`src/rtl/store_align_buffer.sv`:
```
// Store-side lane alignment and strobe generation feeding a small in-order
// store FIFO that drains to data memory over a valid/ready write channel.
module store_align_buffer #(
    parameter int DEPTH = 2
) (
    input  logic                     clk,
    input  logic                     rst_n,
    input  logic                     st_valid,
    output logic                     st_ready,
    input  logic [1:0]               st_size,
    input  logic [31:0]              st_addr,
    input  logic [31:0]              st_data,
    output logic                     misalign,
    output logic                     mem_wvalid,
    input  logic                     mem_wready,
    output logic [31:0]              mem_waddr,
    output logic [31:0]              mem_wdata,
    output logic [3:0]               mem_wstrb,
    output logic                     empty,
    output logic [$clog2(DEPTH):0]   count
);

    localparam int PW = $clog2(DEPTH);
    localparam int CW = PW + 1;

    logic [PW-1:0] rd_ptr;
    logic [PW-1:0] wr_ptr;
    logic [29:0]   addr_q [DEPTH];
    logic [31:0]   data_q [DEPTH];
    logic [3:0]    strb_q [DEPTH];

    logic          legal;
    logic          accept;
    logic          enq;
    logic          deq;
    logic [31:0]   lane_data;
    logic [3:0]    lane_strb;

    always_comb begin
        legal     = 1'b0;
        lane_data = st_data;
        lane_strb = 4'b1111;
        case (st_size)
            2'b00: begin
                legal     = 1'b1;
                lane_data = {4{st_data[7:0]}};
                lane_strb = 4'b0001 << st_addr[1:0];
            end
            2'b01: begin
                legal     = ~st_addr[0];
                lane_data = {2{st_data[15:0]}};
                lane_strb = st_addr[1] ? 4'b1100 : 4'b0011;
            end
            2'b10: begin
                legal     = (st_addr[1:0] == 2'b00);
            end
            default: begin
                legal     = 1'b0;
            end
        endcase
    end

    // Ready looks only at registered occupancy, so a same-cycle drain never
    // opens a slot while full.
    assign st_ready   = (count < CW'(DEPTH));
    assign accept     = st_valid && st_ready;
    assign enq        = accept && legal;
    assign deq        = mem_wvalid && mem_wready;

    assign empty      = (count == '0);
    assign mem_wvalid = ~empty;
    assign mem_waddr  = mem_wvalid ? {addr_q[rd_ptr], 2'b00} : 32'h0;
    assign mem_wdata  = mem_wvalid ? data_q[rd_ptr] : 32'h0;
    assign mem_wstrb  = mem_wvalid ? strb_q[rd_ptr] : 4'h0;

    always_ff @(posedge clk) begin
        if (!rst_n) begin
            rd_ptr   <= '0;
            wr_ptr   <= '0;
            count    <= '0;
            misalign <= 1'b0;
        end else begin
            misalign <= accept && !legal;
            if (enq) begin
                addr_q[wr_ptr] <= st_addr[31:2];
                data_q[wr_ptr] <= lane_data;
                strb_q[wr_ptr] <= lane_strb;
                wr_ptr         <= wr_ptr + PW'(1);
            end
            if (deq) begin
                rd_ptr <= rd_ptr + PW'(1);
            end
            case ({enq, deq})
                2'b10:   count <= count + CW'(1);
                2'b01:   count <= count - CW'(1);
                default: count <= count;
            endcase
        end
    end

endmodule

```
`config.mk`:
```
export PLATFORM = sky130hd
export DESIGN_NAME = store_align_buffer
export DESIGN_NICKNAME = d
export VERILOG_FILES = /design/src/rtl/store_align_buffer.sv
export SDC_FILE = /design/constraint.sdc
export NUM_CORES = 1
export LEC_CHECK = 0
export CAP_MARGIN = 15
export CORE_ASPECT_RATIO = 0.7
export CORE_UTILIZATION = 49
export CTS_CLUSTER_DIAMETER = 40
export DETAILED_ROUTE_END_ITERATION = 16
export GPL_TIMING_DRIVEN = 0
export PLACE_DENSITY = 0.8
export SETUP_SLACK_MARGIN = 0.4
export SYNTH_ARGS = -nofsm -noshare
export SYNTH_HDL_FRONTEND = slang
export SYNTH_SLANG_ARGS = --single-unit
export TNS_END_PERCENT = 5
```
`constraint.sdc`:
```
create_clock -name clk -period 7.1 [get_ports clk]
set_clock_uncertainty 0.2 [all_clocks]
set_input_delay 1.775 -clock clk [delete_from_list [all_inputs] [get_ports clk]]
set_output_delay 1.775 -clock clk [all_outputs]
set_load 0.05 [all_outputs]
```
# --- Yosys cells after proc, flatten, opt, wreduce, memory -nomap -nowiden ---
# Memories as Yosys holds them, arrays and structs flattened. A register that Yosys moved wholly into a read port is not among the register bits.
# Index checks and enable logic that the tools add are counted.
classes:
  eq_ne: 4
  bitwise: 2
  n_mux: 17
  addsub: 4
  n_reduce_logical: 9
  order_cmp: 1
  n_shift: 1
ops:
  columns: ["cell", "n"]
  rows:
  - ["$mux W32", 2]
  - ["$pmux W32 S2", 1]
  - ["$mux W1", 9]
  - ["$mux W4", 2]
  - ["$pmux W4 S2", 1]
  - ["$logic_not A2 Y1", 3]
  - ["$eq A2 B1 Y1 const B", 2]
  - ["$eq A2 B2 Y1 const B", 2]
  - ["$logic_and A1 B1 Y1", 4]
  - ["$pmux W2 S2", 1]
  - ["$shl A1 B2 Y4 const A", 1]
  - ["$pmux W1 S3", 1]
  - ["$add A1 B1 Y1 const B", 2]
  - ["$add A2 B1 Y2 const B", 1]
  - ["$lt A2 B2 Y1 const B", 1]
  - ["$not A1 Y1", 2]
  - ["$reduce_bool A2 Y1", 1]
  - ["$sub A2 B1 Y2 const B", 1]
  - ["$logic_not A1 Y1", 1]
word_totals:
  regBits: 5
  output_inout_bits: 74
  memories: 3
  ram_bits: 132
  word_cells: 45
mem_list:
  columns: ["memory", "depth", "width", "rd", "rd_ports_with_merged_regs", "write_ports", "line_no", "source"]
  rows:
  - ["data_q", 2, 32, 1, 1, 1, "29", "logic [31:0] data_q [DEPTH];"]
  - ["addr_q", 2, 30, 1, 1, 1, "28", "logic [29:0] addr_q [DEPTH];"]
  - ["strb_q", 2, 4, 1, 1, 1, "30", "logic [3:0] strb_q [DEPTH];"]

# --- Longest topological paths before layout ---
logic_depth:
  word_depth: 6
  ltp_mapped: 6
  depth_no_buf: 6

# --- Worst setup path after synthesis ---
# Ideal clock, no wire load.
synth_timing:
  kind: "input-to-reg"
  startpoint: "input port st_addr[1]"
  endpoint: "memory addr_q[1][0] (enable)"
  t_arrival_ps: 4943
  path_slack_ps: 1466
  t_required_ps: 6409
  path_buffers: 0
  setup_ps: 491
  stages: 3
  cell_sequence: "nor3_1 > o21ai_2 > nor2_1"
synth_via:
  elab_chain_cells: 6
synth_lines:
  columns: ["item", "line_no", "source"]
  rows:
  - ["start, declared", "11", "input logic [31:0] st_addr,"]
  - ["$logic_not A2 Y1", "55", "legal = (st_addr[1:0] == 2'b00);"]
  - ["$pmux W1 S3", "43", "case (st_size)"]
  - ["$logic_and A1 B1 Y1", "67", "assign enq = accept && legal;"]
  - ["$mux W1", "84", "if (enq) begin"]
  - ["$mux W1", "77", "if (!rst_n) begin"]
  - ["$mux W1 (not written as such)", "85", "addr_q[wr_ptr] <= st_addr[31:2];"]
  - ["end, declared", "28", null]
# No other way between the ends.

==> impl_results.md <==
* Met2 routed WL at 5740 um
* Die Span Y at 92.2 um
* Hold slack at 0.345 ns
* DP Area at 0.00740 mm2
* GRT Total Usage at 0.215
* Reg-to-Reg Start: count[1]
* Crit path max fanout at 10
* Top sig layer: met4
* Leakage power at 2.69 nW
* Power density over the cells at 394 mW/mm2
* # clock sinks at 138
* CTS resizes at 0
* Hold EP: count[1]
* Distinct cells, synth at 27
* Fill cells at 725
* Synthesized cell area at 0.00570 mm2
* Vias in the first global route at 3,631
* Via count at 3,605
* Routed len/inst at 17.6 um
* Post-synth EDFFs at 132
* Share of the synthesized area in the top cell type at 0.696
* Final GP Congestion at 0.793
* Cts bufs inserted at 17
* WS Path Type: flip-flop to output pin
* Remaining global-route overflow at 0
* Synth Register Bits at 138
* H-tree Lvls at 4
* Crit Reg-Reg Endpoint: addr_q[0][11]
* Worst Path Buf+Inv at 4
* Post-CTS Repair Setup Buffers at 0
* Register area share after synthesis at 0.717
* Post-synth ARST share at 0
* Synth area leader: edfxtp_1
* Worst reg-to-reg setup slack at 5.06 ns
* Routed Antenna Nets at 0
* Drt total wl at 12,300 um
* Post-synth top flop: edfxtp_1
* Unrepaired setup endpoints after global routing: no
* Starting Density at 0.510
* WP data arrival at 2.48 ns
* Worst Hold Depth at 2
* Clock Latency Late Sink at 0.41 ns
* Slowest stage cell, crit path: clkdlybuf4s50_1
* Cts hold-fix bufs at 0
* Worst IR Drop VDD at 0.211 mV
* M1 WL at 5310 um
* Reg2reg path depth at 4
* Ant diodes at 0
* Layout Area Growth over Synthesis at 39.6%
* Root buf cell: clkbuf_16
* Mapped Cells at 366
* CORE AREA at 0.0112 mm2
* Via density at 5.17
* Top post-synthesis cells by area: edfxtp_1 70%, mux2i_1 13%, nor2_1 4.5%
* Nets at 602
* Layout cells sized above 1 at 0.143
* Ys Warns at 0
* Drt first pass iters at 4
* Met3 routed WL at 1060 um
* Core Util, Final at 0.712
* Hold Path Class: flip-flop to flip-flop
* Final hold vios at 0
* Worst-path cell chain: buf_2, buf_4, buf_6, mux2i_1, nor2_1, clkdlybuf4s50_1
* DRC viols at 0
* Die Area at 0.0121 mm2
* CTS max path bufs at 2
* Count leader, synth: edfxtp_1
* FF/Latch Area at 0.00408 mm2
* Status: completed
* Iter 0 DRT Violations at 170
* Die X at 131 um
* Max stage delay on crit path at 0.71 ns
* Worst setup EP type: output pin
* Hold path startpoint: count[1]
* Max Transition Viols Final at 0
* Largest net degree at the start of global routing at 28
* Final Setup Violations at 0
* Post-synth top cells: 132 x edfxtp_1, 75 x mux2i_1, 69 x nor2_1
* Reg clk slew, reported paths at 0.06 ns
* CTS tree: built
* Worst Setup Start Kind: flip-flop
* Dpl hpwl at 8520 um
* Top cell family by delay on the critical path: buffers and inverters
* I/O Pins at 144
* Max_cap viols at 0
* Row count at 32
* Synth Area per Inst at 15.6 um2
* First-pass GRT wire length at 18,600 um
* Max Freq at 224 MHz
* PortBufs at 141
* Minimum clock period at 4.46 ns
* Worst-Margin Slew at 0.586 ns
* Area of the multi-input gates at 0.00146 mm2
* Initial antenna violation count at 0
* Design Area, Final at 0.00796 mm2
* Rel. slew slack at 0.608
* Data required, critical path at 5.12 ns
* Final Cycle Share at 0.628
-- cell type report --
cell class / count / area share
sequential: 138 / 0.513
timing repair buffer: 145 / 0.187
multi-input combinational: 204 / 0.183
clock buffer: 17 / 0.0535
tap: 153 / 0.0241
buffer: 21 / 0.0203
clock inverter: 15 / 0.0165
inverter: 4 / 0.00189
-- cell usage in the layout (no fill, tap or decap), types with 2 or more instances in the layout --
cell             instances
inv_1                    3
and2_1                   3
buf_4                    5
clkdlybuf4s50_1        141
xnor2_1                  3
edfxtp_1               132
a21o_1                   2
clkbuf_16               17
nor2_4                   2
nand2_1                 10
o21ai_0                 10
mux2_2                  16
nand2b_1                 2
conb_1                   2
buf_2                    9
buf_6                    7
nor2_1                  67
mux2i_1                 75
clkinvlp_4               2
dfxtp_1                  6
clkinv_4                 5
buf_12                   4
nor3_1                   2
o21bai_1                 2
inv_6                    7
-- how the worst max path moves through the flow --
stage / to / slack (ns) / depth (start not counted)
3_5_place_dp: addr_q[0][12] / 2.95 / 5
3_3_place_gp: addr_q[1][6] / -0.72 / 4
2_1_floorplan: addr_q[1][0] / 1.47 / 3
4_1_cts: mem_wdata[4] / 2.63 / 6
5_1_grt: mem_wdata[24] / 2.52 / 6
6_report: mem_wdata[4] / 2.64 / 6
-- state kept, by name, summed over array words and instances, names as in the netlist, named ones only --
signal    count
count         2
misalign      1
addr_q       60
strb_q        8
wr_ptr        1
rd_ptr        1
data_q       64
-- kinds of logic after synthesis --
group,count (synthesis),share of synthesized area
AO/OA/AOI/OAI,17,0.0178
XOR/XNOR,3,0.00461
adder cells (fa/ha/maj),1,0.00220
buffers and inverters,25,0.0310
flip-flops,138,0.717
multiplexers,91,0.163
other,1,0.000658
AND/OR/NAND/NOR,90,0.0637
-- worst register-to-register path: stages, from the launching register on --
cell     delay (ns)
dfxtp_1        0.35
nor2b_1        0.21
o21ai_2        0.16
nor2_4         0.52
buf_12         0.28
-- metal layers --
layer,up-vias,track usage
met1,1772,0.274
met5,-,0
met2,143,0.343
met4,0,0.0738
li1,1677,-
met3,13,0.0712
-- where the power goes --
group | internal, W | switching, W
Sequential | 0.000934 | 0.0000139
Clock | 0.000459 | 0.000363
Combinational | 0.000468 | 0.000895
Total | 0.00186 | 0.00127
-- metrics by stage --
stage | worst slack, ns | instances | power (W) | setup TNS (ns)
after CTS | 2.63 | 697 | 0.00315 | 0
after floorplan | 1.47 | 367 | 0.00188 | 0
after global routing | 2.52 | 697 | 0.00324 | 0
final | 2.64 | 697 | 0.00313 | 0
after global placement | -0.717 | 661 | 0.00231 | -93.79
after detailed placement | 2.95 | 665 | 0.00233 | 0
Power figures use the tool's default switching activity.
==> edit 1 (config.mk and constraints unchanged) <==
`DEPTH`: 2 -> 4.
--- a/src/rtl/store_align_buffer.sv
+++ b/src/rtl/store_align_buffer.sv
@@ -1,7 +1,7 @@
 // Store-side lane alignment and strobe generation feeding a small in-order
 // store FIFO that drains to data memory over a valid/ready write channel.
 module store_align_buffer #(
-    parameter int DEPTH = 2
+    parameter int DEPTH = 4
 ) (
     input  logic                     clk,
     input  logic                     rst_n,
Interface: changed (resized count); port bits go from 144 to 145. No check against the original RTL was run, so the function may have changed too.
==> edit 1 against the original RTL <==
  * First-iteration DRC count grew to 2.8 times the old value
  * Sequential cell count grew 136
  * Synthesized cell count grew 46%
  * Area after synthesis grew 92%
  * Wire length grew 73%
  * Critical path depth grew 1
  * Worst setup slack lost 0.50 ns
  * Final area grew 73%
  * Fmax shrank 10%
  * Power grew 75%
  * Global-route usage shrank 2.4 points
  * Critical endpoint is now mem_wdata[1]
  * Largest power group unchanged
==> edit 1: results (changes against the original RTL) <==
** Run status
- Outcome :: complete, no violations

** Place
- Detailed Place HPWL :: 13,900 um (+63%)
- The number of input and output port buffers inserted was 142 (+0.71%).
- Pre-CTS setup slack :: 2.70 ns (-0.249 ns)

** STA
- The final critical-path setup slack is 2.14 ns (-0.499 ns).
- Slew margin rel. :: 0.444 (-0.164)

** Synth
- Synth Instances :: 533 (+46%)
- The portion of netlist area occupied by mux cells is 0.162 (-0.00146).
- Number of distinct standard cells referenced by the synthesized netlist :: 34 (+26%)
- The adder-cell share of the synthesized area was 0.00757 (+0.00537).
- Cells taking the most area after synthesis :: sky130_fd_sc_hd__edfxtp_1, sky130_fd_sc_hd__mux4_2, sky130_fd_sc_hd__nor2b_1
- The number of synthesized flops with an enable pin was 264 (+100%).
- Sequential element share of the synthesized area :: 0.745 (+0.0281)
- Post-synthesis compound-gate area fraction :: 0.0123 (-0.00552)

** Clocking
- Worst-case clock buffer depth :: 3 (+1)
- TritonCTS buffer count :: 31 (+14)

** Finish
- The number of standard cells in the final layout excluding fillers came to 1,019 (+46%).
- The flip-flop count of the largest register after layout is 128 (+100%).
- Registers with the most flip-flops :: data_q x128, addr_q x120, strb_q x16
- The number of nets in the finished design was 789 (+31%).
- Fraction of layout cells with a size suffix above 1 :: 0.213 (+0.0696)

** Routing
- The sum of met2 wire segment lengths after detailed routing is 10,300 um (+80%).
- Routed via count divided by cell count :: 5.44 (+5.2%)
- Met1 wire length :: 9020 um (+70%)
- The total wire length is 21,300 um (+73%).
- The violation count after the first detailed-route iteration was 472 (+180%).
- The length of routed met3 wiring was 1580 um (+50%).

** Critical path
- Source of the worst register-to-register timing path :: count[2]
- Critical Path AT :: 2.98 ns (+0.50 ns)
- Number of cell instances on the worst register-to-register path :: 9 (+5)
- Setup slack of the most critical reg-to-reg path :: 4.66 ns (-0.40 ns)
- Worst reg2reg path endpoint :: count[2]
- The critical path ends at mem_wdata[1].

** Global route
- The maximum number of pins on one net before global-route repair was 49 (+75%).
- The number of global-route vias before repair was 5,909 (+63%).
- The global-route wire length before repair came to 32,800 um (+76%).
- Total GRT Usage :: 0.190 (-0.0245)

** Power and ir drop
- The maximum vdd ir drop is 0.000294 V (+39%).
- The standby leakage power is 4.38 nW (+63%).
## edit 1: cell count changes after synthesis, moves of 4 or more
cell                       unedited run  this run
sky130_fd_sc_hd__and3_1               0         4
sky130_fd_sc_hd__clkbuf_1             0         9
sky130_fd_sc_hd__dfxtp_1              6        10
sky130_fd_sc_hd__edfxtp_1           132       264
sky130_fd_sc_hd__ha_1                 1         5
sky130_fd_sc_hd__inv_1                3         9
sky130_fd_sc_hd__mux2i_1             75        10
sky130_fd_sc_hd__mux4_2               0        66
sky130_fd_sc_hd__nand2_1             10        14
sky130_fd_sc_hd__nor2_1              69         2
sky130_fd_sc_hd__nor2b_1              1        69
## edit 1: report_power, final
part | switching (mW) | internal, mW | total, mW | leakage, nW
sequential | 0.0233 | 1.82 | 1.85 | 2.46
combinational | 1.38 | 0.793 | 2.17 | 1.46
clock | 0.622 | 0.845 | 1.47 | 0.454
## edit 1: worst min-delay path by stage
stage | start | to | slack (ns)
2_1_floorplan | wr_ptr[0] | wr_ptr[0] | 0.27
3_3_place_gp | wr_ptr[0] | wr_ptr[0] | 0.28
3_5_place_dp | wr_ptr[0] | wr_ptr[0] | 0.29
4_1_cts | wr_ptr[0] | wr_ptr[0] | 0.30
5_1_grt | wr_ptr[0] | wr_ptr[0] | 0.32
6_report | wr_ptr[0] | wr_ptr[0] | 0.30
## edit 1: cell families (layout without fill, tap and decap cells)
logic type	Yosys count	in the layout
adder cells (fa/ha/maj)	6	6
multiplexers	92	92
other	1	2
AND/OR/NAND/NOR	95	95
buffers and inverters	39	242
XOR/XNOR	4	4
flip-flops	274	274
AO/OA/AOI/OAI	22	22
## edit 1: worst max-delay path, cell delays in order, from the launching register on
cell                              delay (ns)
sky130_fd_sc_hd__dfxtp_1                0.42
sky130_fd_sc_hd__inv_1                  0.11
sky130_fd_sc_hd__nand3_1                0.15
sky130_fd_sc_hd__inv_2                  0.09
sky130_fd_sc_hd__clkbuf_1               0.26
sky130_fd_sc_hd__buf_2                  0.29
sky130_fd_sc_hd__nor2b_1                0.26
sky130_fd_sc_hd__clkdlybuf4s50_1        0.86
## edit 1: per-layer routing
| metal | up-vias | global-route usage |
|---|---|---|
| li1 | 2485 | - |
| met1 | 2817 | 0.263 |
| met2 | 214 | 0.320 |
| met3 | 30 | 0.0353 |
| met4 | 0 | 0.0377 |
| met5 | - | 0 |
## edit 1: cell type report
type                            instances  area, um2
Buffer                                 28        169
Clock buffer                           37        798
Clock inverter                         20        154
Fill cell                            1480       7960
Inverter                               11       41.3
Multi-Input combinational cell        221       2600
Sequential cell                       274       8130
Tap cell                              282        353
Timing Repair Buffer                  146       1530
==> edit 2 (same settings) <==
Without the edit above. Put one more register stage on the output `count`, without a reset. The value now appears one clock later. The other outputs are not delayed to match.
--- a/src/rtl/store_align_buffer.sv
+++ b/src/rtl/store_align_buffer.sv
@@ -22,6 +22,8 @@
 
     localparam int PW = $clog2(DEPTH);
     localparam int CW = PW + 1;
+
+    logic [$clog2(DEPTH):0] count_s0;
 
     logic [PW-1:0] rd_ptr;
     logic [PW-1:0] wr_ptr;
@@ -62,12 +64,12 @@
 
     // Ready looks only at registered occupancy, so a same-cycle drain never
     // opens a slot while full.
-    assign st_ready   = (count < CW'(DEPTH));
+    assign st_ready   = (count_s0 < CW'(DEPTH));
     assign accept     = st_valid && st_ready;
     assign enq        = accept && legal;
     assign deq        = mem_wvalid && mem_wready;
 
-    assign empty      = (count == '0);
+    assign empty      = (count_s0 == '0);
     assign mem_wvalid = ~empty;
     assign mem_waddr  = mem_wvalid ? {addr_q[rd_ptr], 2'b00} : 32'h0;
     assign mem_wdata  = mem_wvalid ? data_q[rd_ptr] : 32'h0;
@@ -77,7 +79,7 @@
         if (!rst_n) begin
             rd_ptr   <= '0;
             wr_ptr   <= '0;
-            count    <= '0;
+            count_s0 <= '0;
             misalign <= 1'b0;
         end else begin
             misalign <= accept && !legal;
@@ -91,12 +93,16 @@
                 rd_ptr <= rd_ptr + PW'(1);
             end
             case ({enq, deq})
-                2'b10:   count <= count + CW'(1);
-                2'b01:   count <= count - CW'(1);
-                default: count <= count;
+                2'b10:   count_s0 <= count_s0 + CW'(1);
+                2'b01:   count_s0 <= count_s0 - CW'(1);
+                default: count_s0 <= count_s0;
             endcase
         end
     end
 
+    always_ff @(posedge clk) begin
+        count <= count_s0;
+    end
+
 endmodule
 
Check against the original RTL: not equivalent (Yosys sat finds a counterexample within 4 cycles, from zero or initial values and one cycle with rst_n low).
==> edit 2 against the original RTL <==
  * Global-route usage up 0.18 points
  * Sequential cell count up 2
  * Wire length up 1.8%
  * Final area up 1.2%
  * Power up 2.5%
  * Sequential share of layout area down 0.11 points
  * Combinational power about the same
  * Area after synthesis up 0.70%
  * Worst setup slack better by 0.0094 ns
  * Largest power group unchanged
  * Highest routed layer unchanged
==> edit 2: results (changes against the original RTL) <==
** Critical path
- Worst path top cell family by delay :: buffers and inverters
- Delay of the slowest critical-path stage :: 0.83 ns (+0.12 ns)
- Highest fanout seen on the critical path :: 10 (unchanged)

** Synth
- Count of synthesis-stage warnings from yosys :: 0 (unchanged)
- Top post-synthesis cells by count :: sky130_fd_sc_hd__edfxtp_1, sky130_fd_sc_hd__mux2i_1, sky130_fd_sc_hd__nor2_1
- Post-synthesis compound-gate area fraction :: 0.0177 (-0.000124)
- The post-synthesis xor/xnor area fraction came to 0.00458 (-0.0000322).
- The count of distinct cell types in the synthesized netlist was 27 (unchanged).
- The sequential area share after synthesis was 0.719 (+0.00198).
- The proportion of synthesized flip-flops having asynchronous set or reset was 0 (unchanged).
- Cells taking the most area after synthesis :: sky130_fd_sc_hd__edfxtp_1, sky130_fd_sc_hd__mux2i_1, sky130_fd_sc_hd__nor2_1
- The number of synthesized flops with an enable pin was 132 (unchanged).
- The post-synthesis average cell area came to 15.6 um2 (+0.16%).
- Multiplexer share of the synthesized area :: 0.162 (-0.00114)
- Adder-cell share of the synthesized area :: 0.00218 (-0.0000153)

** Global route
- The number of global-route vias before repair came to 3,631 (unchanged).
- First-pass GRT wire length :: 19,300 um (+3.7%)
- The initial antenna violation count was 0 (unchanged).
- The total global routing track utilization was 0.216 (+0.00178).
- Largest net degree at the start of global routing :: 34 (+21%)

** Power and ir drop
- Cell leakage power :: 2.73 nW (+1.5%)
- Max IR drop VDD :: 0.000195 V (-7.8%)
- Int Power :: 1.97 mW (+5.8%)

** Place
- Gpl congestion :: 0.793 (about the same)
- The number of input and output port buffers inserted came to 141 (unchanged).
- Total placed cells including tap cells :: 667 (+0.30%)
- Detailed Place HPWL :: 8550 um (+0.37%)

** STA
- Worst slew pin tran :: 0.614 ns (+0.0279 ns)
- Total negative slack for setup checks :: 0 ns (unchanged)

** Routing
- Drt initial violations :: 202 (+19%)
- The detail-routed net length per standard cell was 17.8 um (+1.5%).
- Iteration count of the initial detailed-routing pass :: 4 (unchanged)
- Total detailed-routing wirelength :: 12,500 um (+1.8%)
- Routed via count divided by cell count :: 5.11 (-1.2%)

** Clocking
- The clock-pin slew on the worst setup and hold paths was 0.06 ns (about the same).
- The number of buffers inserted during clock tree synthesis is 17 (unchanged).
- The number of H-tree levels was 4 (unchanged).
- In this run the clock root is driven by a sky130_fd_sc_hd__clkbuf_16.
- Post-CTS setup buffer count :: 0 (unchanged)

** Finish
- Final-stage net count :: 604 (+0.33%)
- Registers with the most flip-flops :: data_q x64, addr_q x60, strb_q x8
- The total of fill cells in the finished design is 752 (+3.7%).
- Fraction of layout cells with a size suffix above 1 :: 0.143 (-0.000525)

** Min path
- The worst hold path belongs to the class flop to flop.

** Run status
- Outcome :: complete, no violations
edit 2: cell count changes after synthesis, sizes merged:
| cell | before | now |
|---|---|---|
| dfxtp | 6 | 8 |
edit 2: worst paths after layout:
check / startpoint / endpoint / slack (ns) / cells past startpoint
setup / recovery: count_s0[1] / mem_wdata[15] / 2.65 / 6
hold / removal: count_s0[0] / count[0] / 0.22 / 0
hold reg to reg: count_s0[0] / count[0] / 0.22 / 0
setup reg to reg: count_s0[1] / data_q[1][19] / 5.00 / 4
edit 2: power by group through the flow:
stage	registers (mW)	logic, mW	clock network (mW)
after CTS	0.964	1.37	0.893
after global routing	0.968	1.42	0.933
after floorplan	0.997	0.900	0
final	0.964	1.36	0.886
after global placement	0.984	1.34	0
after detailed placement	0.981	1.36	0
edit 2: final cells by class:
type / count / area [um2] / share of cell area
Buffer: 21 / 161 / 0.0200
Clock inverter: 15 / 171 / 0.0213
Tap cell: 153 / 191 / 0.0238
Clock buffer: 17 / 425 / 0.0528
Inverter: 4 / 15.0 / 0.00186
Timing Repair Buffer: 145 / 1510 / 0.187
Multi-Input combinational cell: 204 / 1460 / 0.181
Sequential cell: 140 / 4120 / 0.512
edit 2: per-layer routing:
metal | up-vias | global-route usage | part of all wire
met1 | 1747 | 0.284 | 0.45
met5 | - | 0 | 0
met2 | 142 | 0.355 | 0.48
met3 | 9 | 0.0553 | 0.069
met4 | 0 | 0.0707 | 0.0075
li1 | 1675 | - | -
edit 2: metrics by stage:
step / cell area, um2 / hold slack (ns) / worst slack (ns)
detailed placement: 7450 / 0.205 / 2.90
global placement: 7340 / 0.201 / -0.656
CTS: 8050 / 0.210 / 2.67
floorplan: 5740 / 0.185 / 1.47
global route: 8050 / 0.227 / 2.55
finish: 8050 / 0.216 / 2.65
